## src/rtl/param_signed_multiplier_if.sv

```systemverilog
// Serial operand, handshake and product-output signals of param_signed_multiplier.
// master drives operands and strobes; slave is the multiplier.
interface param_signed_multiplier_if;
  logic x_in;
  logic sx;
  logic fx;
  logic y_in;
  logic sy;
  logic fy;
  logic tc_mode;
  logic mul;
  logic busy;
  logic done;
  logic sz;
  logic z_out;
  logic fz;

  modport master (
    output x_in, sx, y_in, sy, tc_mode, mul, sz,
    input  fx, fy, busy, done, z_out, fz
  );

  modport slave (
    input  x_in, sx, y_in, sy, tc_mode, mul, sz,
    output fx, fy, busy, done, z_out, fz
  );
endinterface

```

## src/rtl/param_signed_multiplier.sv

```systemverilog
// Serial-I/O shift-add multiplier, WIDTH-bit operands, signed or unsigned per product.
// Optional MULT_TEST_PORTS_EN exposes the operand shifters and the loaded product.
module param_signed_multiplier #(
  parameter int WIDTH = 12
) (
  input  logic                   clk,
  input  logic                   rst,
  param_signed_multiplier_if.slave bus
`ifdef MULT_TEST_PORTS_EN
  ,
  output logic [WIDTH-1:0]       x_test,
  output logic [WIDTH-1:0]       y_test,
  output logic [2*WIDTH-1:0]     z_test
`endif
);
  localparam int CNT_W = $clog2(2*WIDTH+1);
  localparam int PW    = 2*WIDTH;

  typedef enum logic [2:0] {IDLE, LOAD, MULT, SIGN, DONE} state_e;

  function automatic logic [WIDTH-1:0] magnitude(input logic [WIDTH-1:0] v, input logic tc);
    return (tc && v[WIDTH-1]) ? -v : v;
  endfunction

  function automatic logic [PW-1:0] apply_sign(input logic [PW-1:0] v, input logic neg);
    return neg ? -v : v;
  endfunction

  state_e             state_q, state_d;
  logic [WIDTH-1:0]   x_q, y_q, a_q, b_q, mcand_q, mplier_q;
  logic [CNT_W-1:0]   xcnt_q, ycnt_q, bit_q, ocnt_q;
  logic [PW-1:0]      acc_q, out_q;
  logic               tc_q, sign_q, done_q;
  logic               fx, fy, fz, accept;
  logic [WIDTH:0]     sum;

  assign fx     = (xcnt_q == CNT_W'(WIDTH));
  assign fy     = (ycnt_q == CNT_W'(WIDTH));
  assign fz     = (ocnt_q == '0);
  assign accept = bus.mul && fx && fy && (state_q == IDLE || state_q == DONE);

  assign bus.fx    = fx;
  assign bus.fy    = fy;
  assign bus.fz    = fz;
  assign bus.busy  = (state_q == LOAD) || (state_q == MULT) || (state_q == SIGN);
  assign bus.done  = done_q;
  assign bus.z_out = !fz && out_q[PW-1];

  // Input shifters: a strobe on a full register starts a fresh operand
  always_ff @(posedge clk) begin
    if (rst) begin
      x_q <= '0; xcnt_q <= '0;
      y_q <= '0; ycnt_q <= '0;
    end else if (accept) begin
      xcnt_q <= '0;
      ycnt_q <= '0;
    end else begin
      if (bus.sx) begin
        if (fx) begin
          x_q    <= {{(WIDTH-1){1'b0}}, bus.x_in};
          xcnt_q <= CNT_W'(1);
        end else begin
          x_q    <= {x_q[WIDTH-2:0], bus.x_in};
          xcnt_q <= xcnt_q + 1'b1;
        end
      end
      if (bus.sy) begin
        if (fy) begin
          y_q    <= {{(WIDTH-1){1'b0}}, bus.y_in};
          ycnt_q <= CNT_W'(1);
        end else begin
          y_q    <= {y_q[WIDTH-2:0], bus.y_in};
          ycnt_q <= ycnt_q + 1'b1;
        end
      end
    end
  end

  always_ff @(posedge clk) begin
    if (rst) state_q <= IDLE;
    else     state_q <= state_d;
  end

  always_comb begin
    state_d = state_q;
    case (state_q)
      IDLE, DONE: if (accept) state_d = LOAD;
      LOAD:       state_d = MULT;
      MULT:       if (bit_q == CNT_W'(WIDTH-1)) state_d = SIGN;
      SIGN:       state_d = DONE;
      default:    state_d = IDLE;
    endcase
  end

  // Upper half plus carry; the carry lands in the MSB after the right shift
  assign sum = {1'b0, acc_q[PW-1:WIDTH]} + {1'b0, (mplier_q[0] ? mcand_q : '0)};

  always_ff @(posedge clk) begin
    if (rst) begin
      a_q <= '0; b_q <= '0; tc_q <= 1'b0; sign_q <= 1'b0;
      mcand_q <= '0; mplier_q <= '0; acc_q <= '0; bit_q <= '0;
      done_q <= 1'b0;
    end else begin
      done_q <= (state_q == DONE) && !accept;
      if (accept) begin
        a_q  <= x_q;
        b_q  <= y_q;
        tc_q <= bus.tc_mode;
      end
      case (state_q)
        LOAD: begin
          mcand_q  <= magnitude(a_q, tc_q);
          mplier_q <= magnitude(b_q, tc_q);
          sign_q   <= tc_q && (a_q[WIDTH-1] ^ b_q[WIDTH-1]);
          acc_q    <= '0;
          bit_q    <= '0;
        end
        MULT: begin
          acc_q    <= {sum, acc_q[WIDTH-1:1]};
          mplier_q <= mplier_q >> 1;
          bit_q    <= bit_q + 1'b1;
        end
        default: ;
      endcase
    end
  end

  // Output shifter: a product load takes priority over any pending strobe
  always_ff @(posedge clk) begin
    if (rst) begin
      out_q  <= '0;
      ocnt_q <= '0;
    end else if (state_q == SIGN) begin
      out_q  <= apply_sign(acc_q, sign_q);
      ocnt_q <= CNT_W'(PW);
    end else if (bus.sz && !fz) begin
      out_q  <= out_q << 1;
      ocnt_q <= ocnt_q - 1'b1;
    end
  end

`ifdef MULT_TEST_PORTS_EN
  logic [PW-1:0] zt_q;

  always_ff @(posedge clk) begin
    if (rst)                  zt_q <= '0;
    else if (state_q == SIGN) zt_q <= apply_sign(acc_q, sign_q);
  end

  assign x_test = x_q;
  assign y_test = y_q;
  assign z_test = zt_q;
`endif

endmodule

```

## src/flat_wrapper.sv

```systemverilog
// flat-port wrapper written by rule: the top's interface ports become plain ports
module param_signed_multiplier_flat 
#(
  parameter int WIDTH = 12
)
  (clk, rst, bus_x_in, bus_sx, bus_y_in, bus_sy, bus_tc_mode, bus_mul, bus_sz, bus_fx, bus_fy, bus_busy, bus_done, bus_z_out, bus_fz);
  param_signed_multiplier_if bus_i ();
  input  logic clk;
  input  logic rst;
  input wire logic [$bits(bus_i.x_in)-1:0] bus_x_in;
  input wire logic [$bits(bus_i.sx)-1:0] bus_sx;
  input wire logic [$bits(bus_i.y_in)-1:0] bus_y_in;
  input wire logic [$bits(bus_i.sy)-1:0] bus_sy;
  input wire logic [$bits(bus_i.tc_mode)-1:0] bus_tc_mode;
  input wire logic [$bits(bus_i.mul)-1:0] bus_mul;
  input wire logic [$bits(bus_i.sz)-1:0] bus_sz;
  output wire logic [$bits(bus_i.fx)-1:0] bus_fx;
  output wire logic [$bits(bus_i.fy)-1:0] bus_fy;
  output wire logic [$bits(bus_i.busy)-1:0] bus_busy;
  output wire logic [$bits(bus_i.done)-1:0] bus_done;
  output wire logic [$bits(bus_i.z_out)-1:0] bus_z_out;
  output wire logic [$bits(bus_i.fz)-1:0] bus_fz;
  assign bus_i.x_in = bus_x_in;
  assign bus_i.sx = bus_sx;
  assign bus_i.y_in = bus_y_in;
  assign bus_i.sy = bus_sy;
  assign bus_i.tc_mode = bus_tc_mode;
  assign bus_i.mul = bus_mul;
  assign bus_i.sz = bus_sz;
  assign bus_fx = bus_i.fx;
  assign bus_fy = bus_i.fy;
  assign bus_busy = bus_i.busy;
  assign bus_done = bus_i.done;
  assign bus_z_out = bus_i.z_out;
  assign bus_fz = bus_i.fz;
  param_signed_multiplier #(.WIDTH(WIDTH)) u_core (.clk(clk), .rst(rst), .bus(bus_i));
endmodule
```

## config.mk

```make
export PLATFORM = sky130hd
export DESIGN_NAME = param_signed_multiplier_flat
export DESIGN_NICKNAME = d
export VERILOG_FILES = /design/src/rtl/param_signed_multiplier_if.sv /design/src/rtl/param_signed_multiplier.sv /design/src/flat_wrapper.sv
export SDC_FILE = /design/constraint.sdc
export NUM_CORES = 1
export LEC_CHECK = 0
export ABC_AREA = 0
export CAP_MARGIN = 40
export CORE_ASPECT_RATIO = 0.9
export CORE_MARGIN = 2
export CORE_UTILIZATION = 50
export CTS_BUF_LIST = sky130_fd_sc_hd__clkbuf_8 sky130_fd_sc_hd__clkbuf_16
export CTS_CLUSTER_SIZE = 25
export DETAILED_ROUTE_END_ITERATION = 8
export PLACE_DENSITY = 0.76
export SETUP_SLACK_MARGIN = 0.05
export SKIP_LAST_GASP = 1
export SYNTH_ARGS = -nofsm -noshare
export SYNTH_HDL_FRONTEND = slang
export SYNTH_SLANG_ARGS = --single-unit
```

## constraint.sdc

```tcl
create_clock -name clk -period 2.5 [get_ports clk]
set_input_delay 0.5 -clock clk [delete_from_list [all_inputs] [get_ports clk]]
set_output_delay 0.5 -clock clk [all_outputs]
set_load 0.02 [all_outputs]
```

Word level (Yosys, flattened, before mapping) --
Cells that the tools add are included.
Word-level totals: bits of input ports 9, logic and storage cells 78, ROM bits 0, bits in latches 0, bits in writable memories 0, register bits 146, output and inout port bits 6, memories kept 0
Operators by class: equal/unequal tests 9, multiplexer cells 18, $add $sub $neg 8, multiply operators 0, shifts and indexed selects 0, $lt $le $gt $ge 0, divide/modulo/power cells 0, reduce and logical (&&, ||, !) cells 24, bitwise operators 2
Operator list (number):
- $mux W24 | 3
- $mux W12 | 5
- $pmux W24 S2 | 1
- $neg A12 Y12 | 2
- $neg A24 Y24 | 1
- $pmux W12 S2 | 1
- $mux W5 | 4
- $add A5 B1 Y5 const B | 3
- $eq A5 B4 Y1 const B | 3
- $add A12 B12 Y13 | 1
- $pmux W3 S4 | 1
- $pmux W5 S2 | 1
- $logic_and A1 B1 Y1 | 9
- $eq A3 B2 Y1 const B | 2
- $mux W3 | 2
- $reduce_and A2 Y1 | 3
- $reduce_or A2 Y1 | 3
- $logic_not A5 Y1 | 1
- $sub A5 B1 Y5 const B | 1
- $reduce_bool A2 Y1 | 2
- $eq A3 B1 Y1 const B | 1
- $eq A3 B3 Y1 const B | 1
- $logic_not A3 Y1 | 1
- $logic_or A1 B1 Y1 | 3
- other kinds (5) | 6

Logic depth before layout (Yosys ltp) --
Gate-level depths: netlist of run 1.
depth after elaboration 6, depth in mapped cells 10, mapped depth without buffers 9

Least setup slack after synthesis of run 1 --
OpenSTA, ideal clock, no wires.
kind reg-to-reg, from register u_core.ocnt_q[0], to register u_core.out_q[22], clock period less this slack 2.445 ns, setup slack 0.055 ns, setup time 0.087 ns, stages on the path, launching flop included 10, arrival time 2.358 ns, required time 2.413 ns, path buffers 2, cell sequence dfxtp_1 inv_1 ha_1 nor4b_1 nand2b_1 buf_2 buf_2 nand2_1 a211o_1 o31ai_1
Between the ends: cells in the longest elaborated chain, start to end 4
RTL lines:
- start: declaration | RTL line param_signed_multiplier.sv:31 | logic [CNT_W-1:0] xcnt_q, ycnt_q, bit_q, ocnt_q;
- start signal: assignment | RTL line param_signed_multiplier.sv:135 | ocnt_q <= CNT_W'(PW);
- start signal: assignment | RTL line param_signed_multiplier.sv:138 | ocnt_q <= ocnt_q - 1'b1;
- $logic_not A5 Y1 | RTL line param_signed_multiplier.sv:39 | assign fz = (ocnt_q == '0);
- net bus_fz | RTL line flat_wrapper.sv:22 | output wire logic [$bits(bus_i.fz)-1:0] bus_fz;
- $logic_not A1 Y1 | RTL line param_signed_multiplier.sv:136 | end else if (bus.sz && !fz) begin
- $logic_and A1 B1 Y1 | RTL line param_signed_multiplier.sv:136
- $reduce_bool A2 Y1 (no source line)
- end signal: assignment | RTL line param_signed_multiplier.sv:134 | out_q <= apply_sign(acc_q, sign_q);
- end signal: assignment | RTL line param_signed_multiplier.sv:137 | out_q <= out_q << 1;
- end: declaration | RTL line param_signed_multiplier.sv:32 | logic [PW-1:0] acc_q, out_q;
The timed path passes the listed nets, and every way through them passes these cells. A chain may end at the register's enable or synchronous reset.

Worst setup path after layout of run 1 --
from register u_core.state_q[1], to output port bus_busy
Between the ends: cells in the longest elaborated chain, start to end 3, elaborated cells between the ends (all ways) 5, those cells by class eq/ne: 3; reduce/logical: 2
RTL lines:
- start: declaration | RTL line param_signed_multiplier.sv:29 | state_e state_q, state_d;
- start signal: assignment | RTL line param_signed_multiplier.sv:81 | else state_q <= state_d;
- $eq A3 B1 Y1 or $eq A3 B2 Y1 (tied branches) | RTL line param_signed_multiplier.sv:45 | assign bus.busy = (state_q == LOAD) || (state_q == MULT) || (state_q == SIGN);
- $logic_or A1 B1 Y1 | RTL line param_signed_multiplier.sv:45
- $logic_or A1 B1 Y1 * | RTL line param_signed_multiplier.sv:45
- end: declaration | RTL line flat_wrapper.sv:19 | output wire logic [$bits(bus_i.busy)-1:0] bus_busy;
Mark *: on every way between the ends. The rest lies on a longest branch, timed or not.

==> results.md, run 1 <==
STA:
- Setup repair after global routing could not meet its margin everywhere.
- For the pin with the worst max-slew slack, the measured transition is 0.7049 ns.
- The number of hold violations in the final report is 0.
- Timing would allow up to approximately 0.42 GHz.
- Setup violations remaining at the end of the flow were counted as 0.
- Adding up every negative setup slack in the final design gives 0 ns.
- The clock arrives with 0.006019 ns of skew.
- The share of the clock period used by the worst path after layout is 94.60%.
- Hold is met by 0.4486 ns.
- The minimum setup slack in the final design is 0.1351 ns.
- The max-slew violation total from the final report is 0.
- The remaining max-slew budget at the tightest pin is 52.41%.
- The minimum clock period after layout is 2.365 ns.

Global routing:
- The via count of the first global-routing pass was roughly 6k.
- The first global-routing pass estimated 27630 µm of wire.
- The total overflow left after global routing is 0.
- The pin count of the biggest net entering global routing is 46.
- The initial antenna violation count is 0.
- The aggregate global-route resource usage is 21.13%.

Yosys:
- The number of different library cells used by synthesis comes to 72.
- In the synthesized netlist, mux cells make up roughly 1.1% of the area.
- For this run, the number of Yosys warnings is 0.
- The dominant combinational cell family by area after synthesis is simple AND/OR/NAND/NOR gates.
- The number of flip-flops and latches in the synthesized netlist is approximately 150.
- The number of nets handed over by synthesis was 952.
- Of the total synthesized cell area, the portion taken by full adders, half adders and majority gates is 4.029%.
- After technology mapping, the gate count stands at 920.
- The fraction of the mapped netlist area in compound gates is 20.43%.
- The synthesized netlist devotes 5.377% of its cell area to XOR and XNOR gates.
- The fraction of synthesis flops using an asynchronous set or reset pin is 0%.
- The share of the Yosys chip area taken by registers is between 30 and 40%.
- The area of the mapped netlist is approximately 7300 µm².
- The basic-gate share of the synthesized area counting and, or, nand and nor cells is about a quarter.
- The number of enable flip-flop cells after synthesis is 0.
- The dominant synthesized flop cell is sky130_fd_sc_hd__dfxtp_1.
- The synthesized area per cell is 7.967 µm².

Finish:
- Of the cells placed in the final design, the portion with a size suffix greater than 1 is under 10%.
- The final net count is roughly 950.
- Relative to the synthesized area, the layout overhead comes to 12.05%.
- The area taken by flip-flops and latches is 2923 µm².
- Fill cells in the final layout number roughly 1.3k.
- The combined area of the multi-input logic cells is slightly above 4000 µm².
- The repair_antennas step left the layout with diodes totalling 0.

Placed design:
- The total half-perimeter wirelength after legalization and detailed placement is 10930 µm.
- Prior to clock tree synthesis, the placed netlist has a worst setup slack of ~0.24 ns.
- The congestion estimate from routability-driven global placement came to 0.8639.
- The port buffer count is 14.

Setup path:
- The category of the worst setup path capture point is a primary output.
- The critical path launch point type is a register.
- STA puts the critical path data required time at 2.00 ns.
- Data on the critical path arrives at its endpoint at 1.86 ns.
- Along the worst path, the maximum fanout reaches 11.
- The classification of the worst setup path is reg -> out.

Power and ir drop:
- Dividing total power by cell area gives a power density of 615.9 nW/µm².
- Across the VDD grid, the largest voltage drop is 0.0004233 V.
- The leakage dissipation is 2.989 nW.

Detailed routing:
- The detailed router's first-iteration violation count is 356.
- In the routed layout, each cell is associated on average with a via count of 5.800.
- The first TritonRoute pass finished after 6 iterations.
- The remaining number of nets flagged by the antenna check after routing is 0.
- The final route contains 6490 vias.
- For this block, the routed nets add up to 16140 µm of wire.
- The routed length per instance is around 14 µm.
- For this run, design rule violations remaining after detail routing come to 0.

Clock network:
- The root buffer cell is sky130_fd_sc_hd__clkbuf_16.
- The H-tree was split into 4 levels.
- The longest clock path from root to sink contains 2 buffers.
- The sink count of the clock tree is 146.
- The clock transition time at the flip-flop clock pins of the worst setup and hold paths is approximately 0.06 ns.
- The number of clock buffers added by TritonCTS is 17.
- The clock tree from TritonCTS is built.
- The total setup buffers inserted after CTS is 0.
- The clock latency on the worst-skew pair is 0.42 ns.

Die:
- The number of placed I/O pins is 15.
- The placement row count is 41.
- The die covers 15640 µm².
- The width of the die is 131.6 µm.
- The die is 118.9 µm tall.
- For this configuration, the core starts out at a cell density of 51.77%.
- The floorplan step defined a core boundary enclosing 14160 µm².

Job:
- The number of maximum-capacitance violations is 0.

Worst hold path:
- The worst min-delay path class is reg -> reg.

Status:
- The flow ran to the end, and the final reports show no timing, DRC or antenna violations.
placed cells by master (no fill, tap or decap), drive strengths merged, types with 22 or more instances in the layout:
master  Yosys  final
nor2       89     89
xnor2      27     27
nand3      45     45
a21oi      94     94
o21ai      23     23
ha         22     22
inv        25     29
nand2     145    145
buf        11     27
dfxtp     146    146
layer usage:
metal | wire [µm] | global-route usage, % | up-vias
met4 | 334 | 8.560 | 0
met5 | 0 | 0 | -
met3 | 625 | 4.300 | 29
met1 | 7983 | 28.19 | 3087
li1 | - | - | 3247
met2 | 7194 | 33.61 | 127
flip-flops by register name, indices dropped and copies added (netlist names), 3 cells and up:
signal           count
u_core.a_q          12
u_core.out_q        24
u_core.b_q          12
u_core.xcnt_q        5
u_core.x_q          12
u_core.ocnt_q        5
u_core.ycnt_q        5
u_core.bit_q         5
u_core.mplier_q     12
u_core.acc_q        24
u_core.mcand_q      12
u_core.state_q       3
u_core.y_q          12
cell families (layout without fill, tap and decap cells):
family,Yosys count,in the layout
AOI/OAI and AO/OA,228,228
muxes,8,8
xor gates and xnor gates,45,45
adders and majority gates,23,23
DFF,146,146
buffers and inverters,90,96
and+or+nand+nor,380,380
final timing paths:
| check | from | to | slack [ns] | cells after the start |
|---|---|---|---|---|
| hold reg to reg | u_core.mcand_q[8] | u_core.mcand_q[8] | 0.45 | 2 |
| setup reg to reg | u_core.mplier_q[0] | u_core.acc_q[20] | 0.22 | 9 |
| hold / removal | u_core.mcand_q[8] | u_core.mcand_q[8] | 0.45 | 2 |
| setup / recovery | u_core.state_q[1] | bus_busy | 0.14 | 3 |
area by class of cell:
type	instances	area share [%]
Clock inverter	12	0.8836
Multi-Input combinational cell	684	49.73
Sequential cell	146	35.59
Inverter	25	1.143
Tap cell	193	2.940
Clock buffer	19	5.515
Timing Repair Buffer	40	4.205
metrics by stage:
step	std cells	cell area, µm²	power (mW)	util (%)
3_5_place_dp	1088	7671	2.855	54.18
3_3_place_gp	1088	7671	2.850	54.18
2_1_floorplan	920	7330	2.728	-
4_1_cts	1119	8200	5.111	57.92
5_1_grt	1119	8213	5.254	58.01
6_report	1119	8213	5.058	58.01
cells in the mapped netlist, types with 5 or more instances:
cell / count / share of area, %
sky130_fd_sc_hd__nor3_1: 18 / 1.2
sky130_fd_sc_hd__ha_1: 22 / 3.8
sky130_fd_sc_hd__nand2b_1: 7 / 0.60
sky130_fd_sc_hd__nand3_1: 44 / 3.0
sky130_fd_sc_hd__clkbuf_1: 54 / 2.8
sky130_fd_sc_hd__mux2i_1: 6 / 0.82
sky130_fd_sc_hd__and3_1: 6 / 0.51
sky130_fd_sc_hd__nand3b_1: 5 / 0.51
sky130_fd_sc_hd__o41ai_1: 5 / 0.60
sky130_fd_sc_hd__nor2b_1: 7 / 0.60
sky130_fd_sc_hd__nand2_1: 145 / 7.4
sky130_fd_sc_hd__a311oi_1: 12 / 1.4
sky130_fd_sc_hd__a21oi_1: 94 / 6.4
sky130_fd_sc_hd__a31oi_1: 7 / 0.60
sky130_fd_sc_hd__xor2_1: 18 / 2.2
sky130_fd_sc_hd__buf_2: 7 / 0.48
sky130_fd_sc_hd__and2_1: 12 / 1.0
sky130_fd_sc_hd__or2_2: 5 / 0.43
sky130_fd_sc_hd__xnor2_1: 27 / 3.2
sky130_fd_sc_hd__o21ai_0: 22 / 1.5
sky130_fd_sc_hd__inv_1: 25 / 1.3
sky130_fd_sc_hd__a221oi_1: 5 / 0.60
sky130_fd_sc_hd__a211oi_1: 14 / 1.4
sky130_fd_sc_hd__or3_1: 8 / 0.68
sky130_fd_sc_hd__a22oi_1: 20 / 2.0
sky130_fd_sc_hd__nor2_1: 89 / 4.6
sky130_fd_sc_hd__nor4_1: 5 / 0.43
sky130_fd_sc_hd__or4_1: 5 / 0.51
sky130_fd_sc_hd__nand4_1: 7 / 0.60
sky130_fd_sc_hd__dfxtp_1: 146 / 40
worst max-delay path, cell delays in order, from the launching register on:
cell	delay (ns)
sky130_fd_sc_hd__dfxtp_1	0.50
sky130_fd_sc_hd__nor2_1	0.11
sky130_fd_sc_hd__nor2_1	0.19
sky130_fd_sc_hd__clkdlybuf4s50_1	0.65
power breakdown:
| part | total [mW] | switching, mW | leakage [nW] | internal, mW |
|---|---|---|---|---|
| Sequential | 2.39 | 0.0309 | 1.18 | 2.36 |
| Clock | 2.25 | 0.952 | 0.262 | 1.30 |
| Combinational | 0.419 | 0.257 | 1.55 | 0.162 |
what timing repair did:
action,4_1_cts,5_1_grt
setup endpoints to repair,3,9
pin swaps,0,0
resized for setup,3,5
gates cloned,0,0
hold buffers,0,0
Note: power is estimated with default switching activity, not from simulation.
==> run 2, diff against run 1 <==
PLACE_DENSITY = 0.66   (was 0.76)
==> results.md, run 2 (synthesized netlist as in run 1, its figures left out) <==
Status:
- The flow ran to the end, and the final reports show no timing, DRC or antenna violations.

Global routing:
- Entering global routing, the biggest net connects 54 pins.
- The residual overflow from global routing is 0.
- The wire length of the first global-routing pass is between 20000 and 30000 µm.
- Global routing used between 20 and 25% of the available tracks.
- The via count of the first global-routing pass is 6079.
- The initial antenna violation count is 0.

Die:
- The initial utilization of the core area, before any placement, comes to 51.77%.
- The area of the core region is between 10000 and 15000 µm².
- The die covers approximately 16000 µm².
- The placement row count is a little over 40.
- The die height is around 120 µm.
- 15 I/O pins were placed.
- The width of the die is 131.6 µm.

Worst hold path:
- For hold timing, the worst endpoint is u_core.a_q[10].
- The hold path depth is 2.
- The worst hold path startpoint is u_core.a_q[10].
- The worst hold path belongs to the class reg -> reg.

Detailed routing:
- The final wirelength is 16540 µm.
- The count of nets left with antenna violations once routing finished came out at 0.
- In the final routed layout, each cell accounts on average for 14.83 µm.
- After the first detailed-routing iteration, the DRC count stood at 477.
- The total via count after detailed routing is roughly 6.5k.
- The count of TritonRoute iterations in the first routing pass is 5.
- Dividing the detail-routed via count by the number of cells gives 5.828.
- After detailed routing, the number of remaining DRC violations is 0.

Clock network:
- The clock tree synthesis step divided the H-tree into 4 levels.
- The clock latency on the worst-skew pair is ~0.42 ns.
- After clock tree synthesis, the clock-pin slew on the worst setup and hold paths is 0.06 ns.
- TritonCTS built the clock tree.
- The clock passes through at most 2 buffers.
- The number of buffers created by CTS is 17.
- The root buffer cell is sky130_fd_sc_hd__clkbuf_16.
- Buffers inserted to repair hold after CTS numbered 0.
- The sink count of the clock tree is between 100 and 150.

Setup path:
- The endpoint identified for the worst register-to-register timing path is u_core.acc_q[22].
- The register-to-register setup slack is around 0.20 ns.
- For the worst setup path, the data required time is 2.81 ns.
- The startpoint identified for the worst register-to-register timing path is u_core.mplier_q[0].
- The largest fanout on the critical path is 11.
- The critical path data arrival time is 2.61 ns.
- The category of the worst setup path capture point is a register.
- The number of cells on the worst reg-to-reg path is 8.
- The critical path launch point type is a register.
- The critical path is of the reg -> reg type.

Finish:
- The final standard cell count with taps included and fillers excluded is 1115.
- After routing the design area is 8258 µm².
- Compared with the post-synthesis result, the final layout area differs by 12.67%.
- The number of fill cells is between 1k and 1.5k.
- The share of post-route cells with drive strength above 1 is 8.785%.
- The largest registers in the layout are u_core.acc_q: 24 flops, u_core.out_q: 24 flops.
- At the end of the flow, the number of nets in the layout was 942.
- The repair_antennas step left the layout with diodes totalling 0.
- Leaving out fill and tap cells, the most frequent cells in the layout are 145 x sky130_fd_sc_hd__nand2_1, 144 x sky130_fd_sc_hd__dfxtp_1, 93 x sky130_fd_sc_hd__a21oi_1.
- The most common cell after layout, fill and taps aside is sky130_fd_sc_hd__nand2_1.

Power and ir drop:
- The total design power is 5.380 mW.
- Summed over all cells, the static leakage comes to 3.026 nW.
- Power spread over the standard cell area amounts to 651.5 nW/µm².
- IR analysis of the VDD net gives a maximum drop of 0.0004813 V.

Placed design:
- The port buffer count is 14.
- The cell count after placement is ~1.1k.
- The placed standard-cell area is roughly 7600 µm².
- The congestion estimate from routability-driven global placement came to 0.8583.
- Once detailed placement completed, the half-perimeter wirelength came to 11570 µm.

STA:
- The number of hold violations in the final report is 0.
- Setup violations remaining at the end of the flow were counted as 0.
- The tightest hold margin is 0.4513 ns.
- Setup repair after global routing could not meet its margin everywhere.
- The top achievable clock speed is 0.4346 GHz.
- The worst pin sits at a relative slew slack of 53.66%.
- The minimum clock period after layout is 2.301 ns.
- The max-slew violation total from the final report is 0.
- At the pin with the least slew margin, the transition time is 0.6865 ns.
- The setup TNS after final layout is 0 ns.
- The worst path uses 92.03% of the clock period.
- The post-route clock skew is 0.005954 ns.

Job:
- Across the run, the number of max-cap violations was 0.
==> run 2: routing by layer <==
metal	GRT usage, %	part of all wire, %	vias up
met4	6.861	1.3	0
met2	34.95	46	132
met1	29.87	49	3107
met3	4.725	4.0	19
li1	-	-	3240
met5	0	0	-
==> run 2: worst max-delay path by stage <==
| stage | from | end | slack, ns | cells past startpoint |
|---|---|---|---|---|
| 6_report | u_core.mplier_q[0] | u_core.acc_q[22] | 0.20 | 8 |
| 5_1_grt | u_core.mplier_q[0] | u_core.acc_q[17] | 0.02 | 9 |
| 4_1_cts | u_core.xcnt_q[0] | bus_fx | 0.05 | 5 |
| 3_5_place_dp | u_core.mplier_q[0] | u_core.acc_q[17] | 0.22 | 9 |
| 3_3_place_gp | u_core.mplier_q[0] | u_core.acc_q[19] | 0.29 | 9 |
| 2_1_floorplan | u_core.ocnt_q[0] | u_core.out_q[22] | 0.06 | 9 |
==> run 2: per-stage QoR <==
stage               utilization [%]  worst slack, ns
finish                        58.32           0.1992
global route                  58.32          0.02132
CTS                           58.16          0.05324
detailed placement            53.88           0.2170
global placement              53.88           0.2896
floorplan                         -          0.05511
==> run 2: final cells by class <==
type | instances | area [µm²] | share of cell area [%]
Timing Repair Buffer | 36 | 301.5 | 3.652
Clock inverter | 11 | 136.4 | 1.652
Sequential cell | 146 | 2925 | 35.42
Inverter | 25 | 93.84 | 1.136
Multi-Input combinational cell | 684 | 4093 | 49.56
Tap cell | 193 | 241.5 | 2.924
Clock buffer | 20 | 466.7 | 5.652
==> run 2: power breakdown <==
part           switching [mW]  internal (mW)
registers              0.0326           2.36
clock network           0.966           1.63
logic                   0.250          0.138
total                    1.25           4.13
==> run 2: repair_timing <==
action	4_1_cts	5_1_grt
endpoints found under the setup margin	3	8
pin swaps	0	0
buffers inserted	0	0
resized for setup	4	8
==> run 2: worst max-delay path, cell delays in order (launching register included) <==
cell and delay [ns]:
sky130_fd_sc_hd__dfxtp_1 0.32, sky130_fd_sc_hd__buf_4 0.16, sky130_fd_sc_hd__and2_1 0.16, sky130_fd_sc_hd__ha_1 0.34, sky130_fd_sc_hd__o21ai_0 0.20, sky130_fd_sc_hd__a2111oi_1 0.50
sky130_fd_sc_hd__a21oi_1 0.15, sky130_fd_sc_hd__xnor2_1 0.15, sky130_fd_sc_hd__a22o_1 0.22
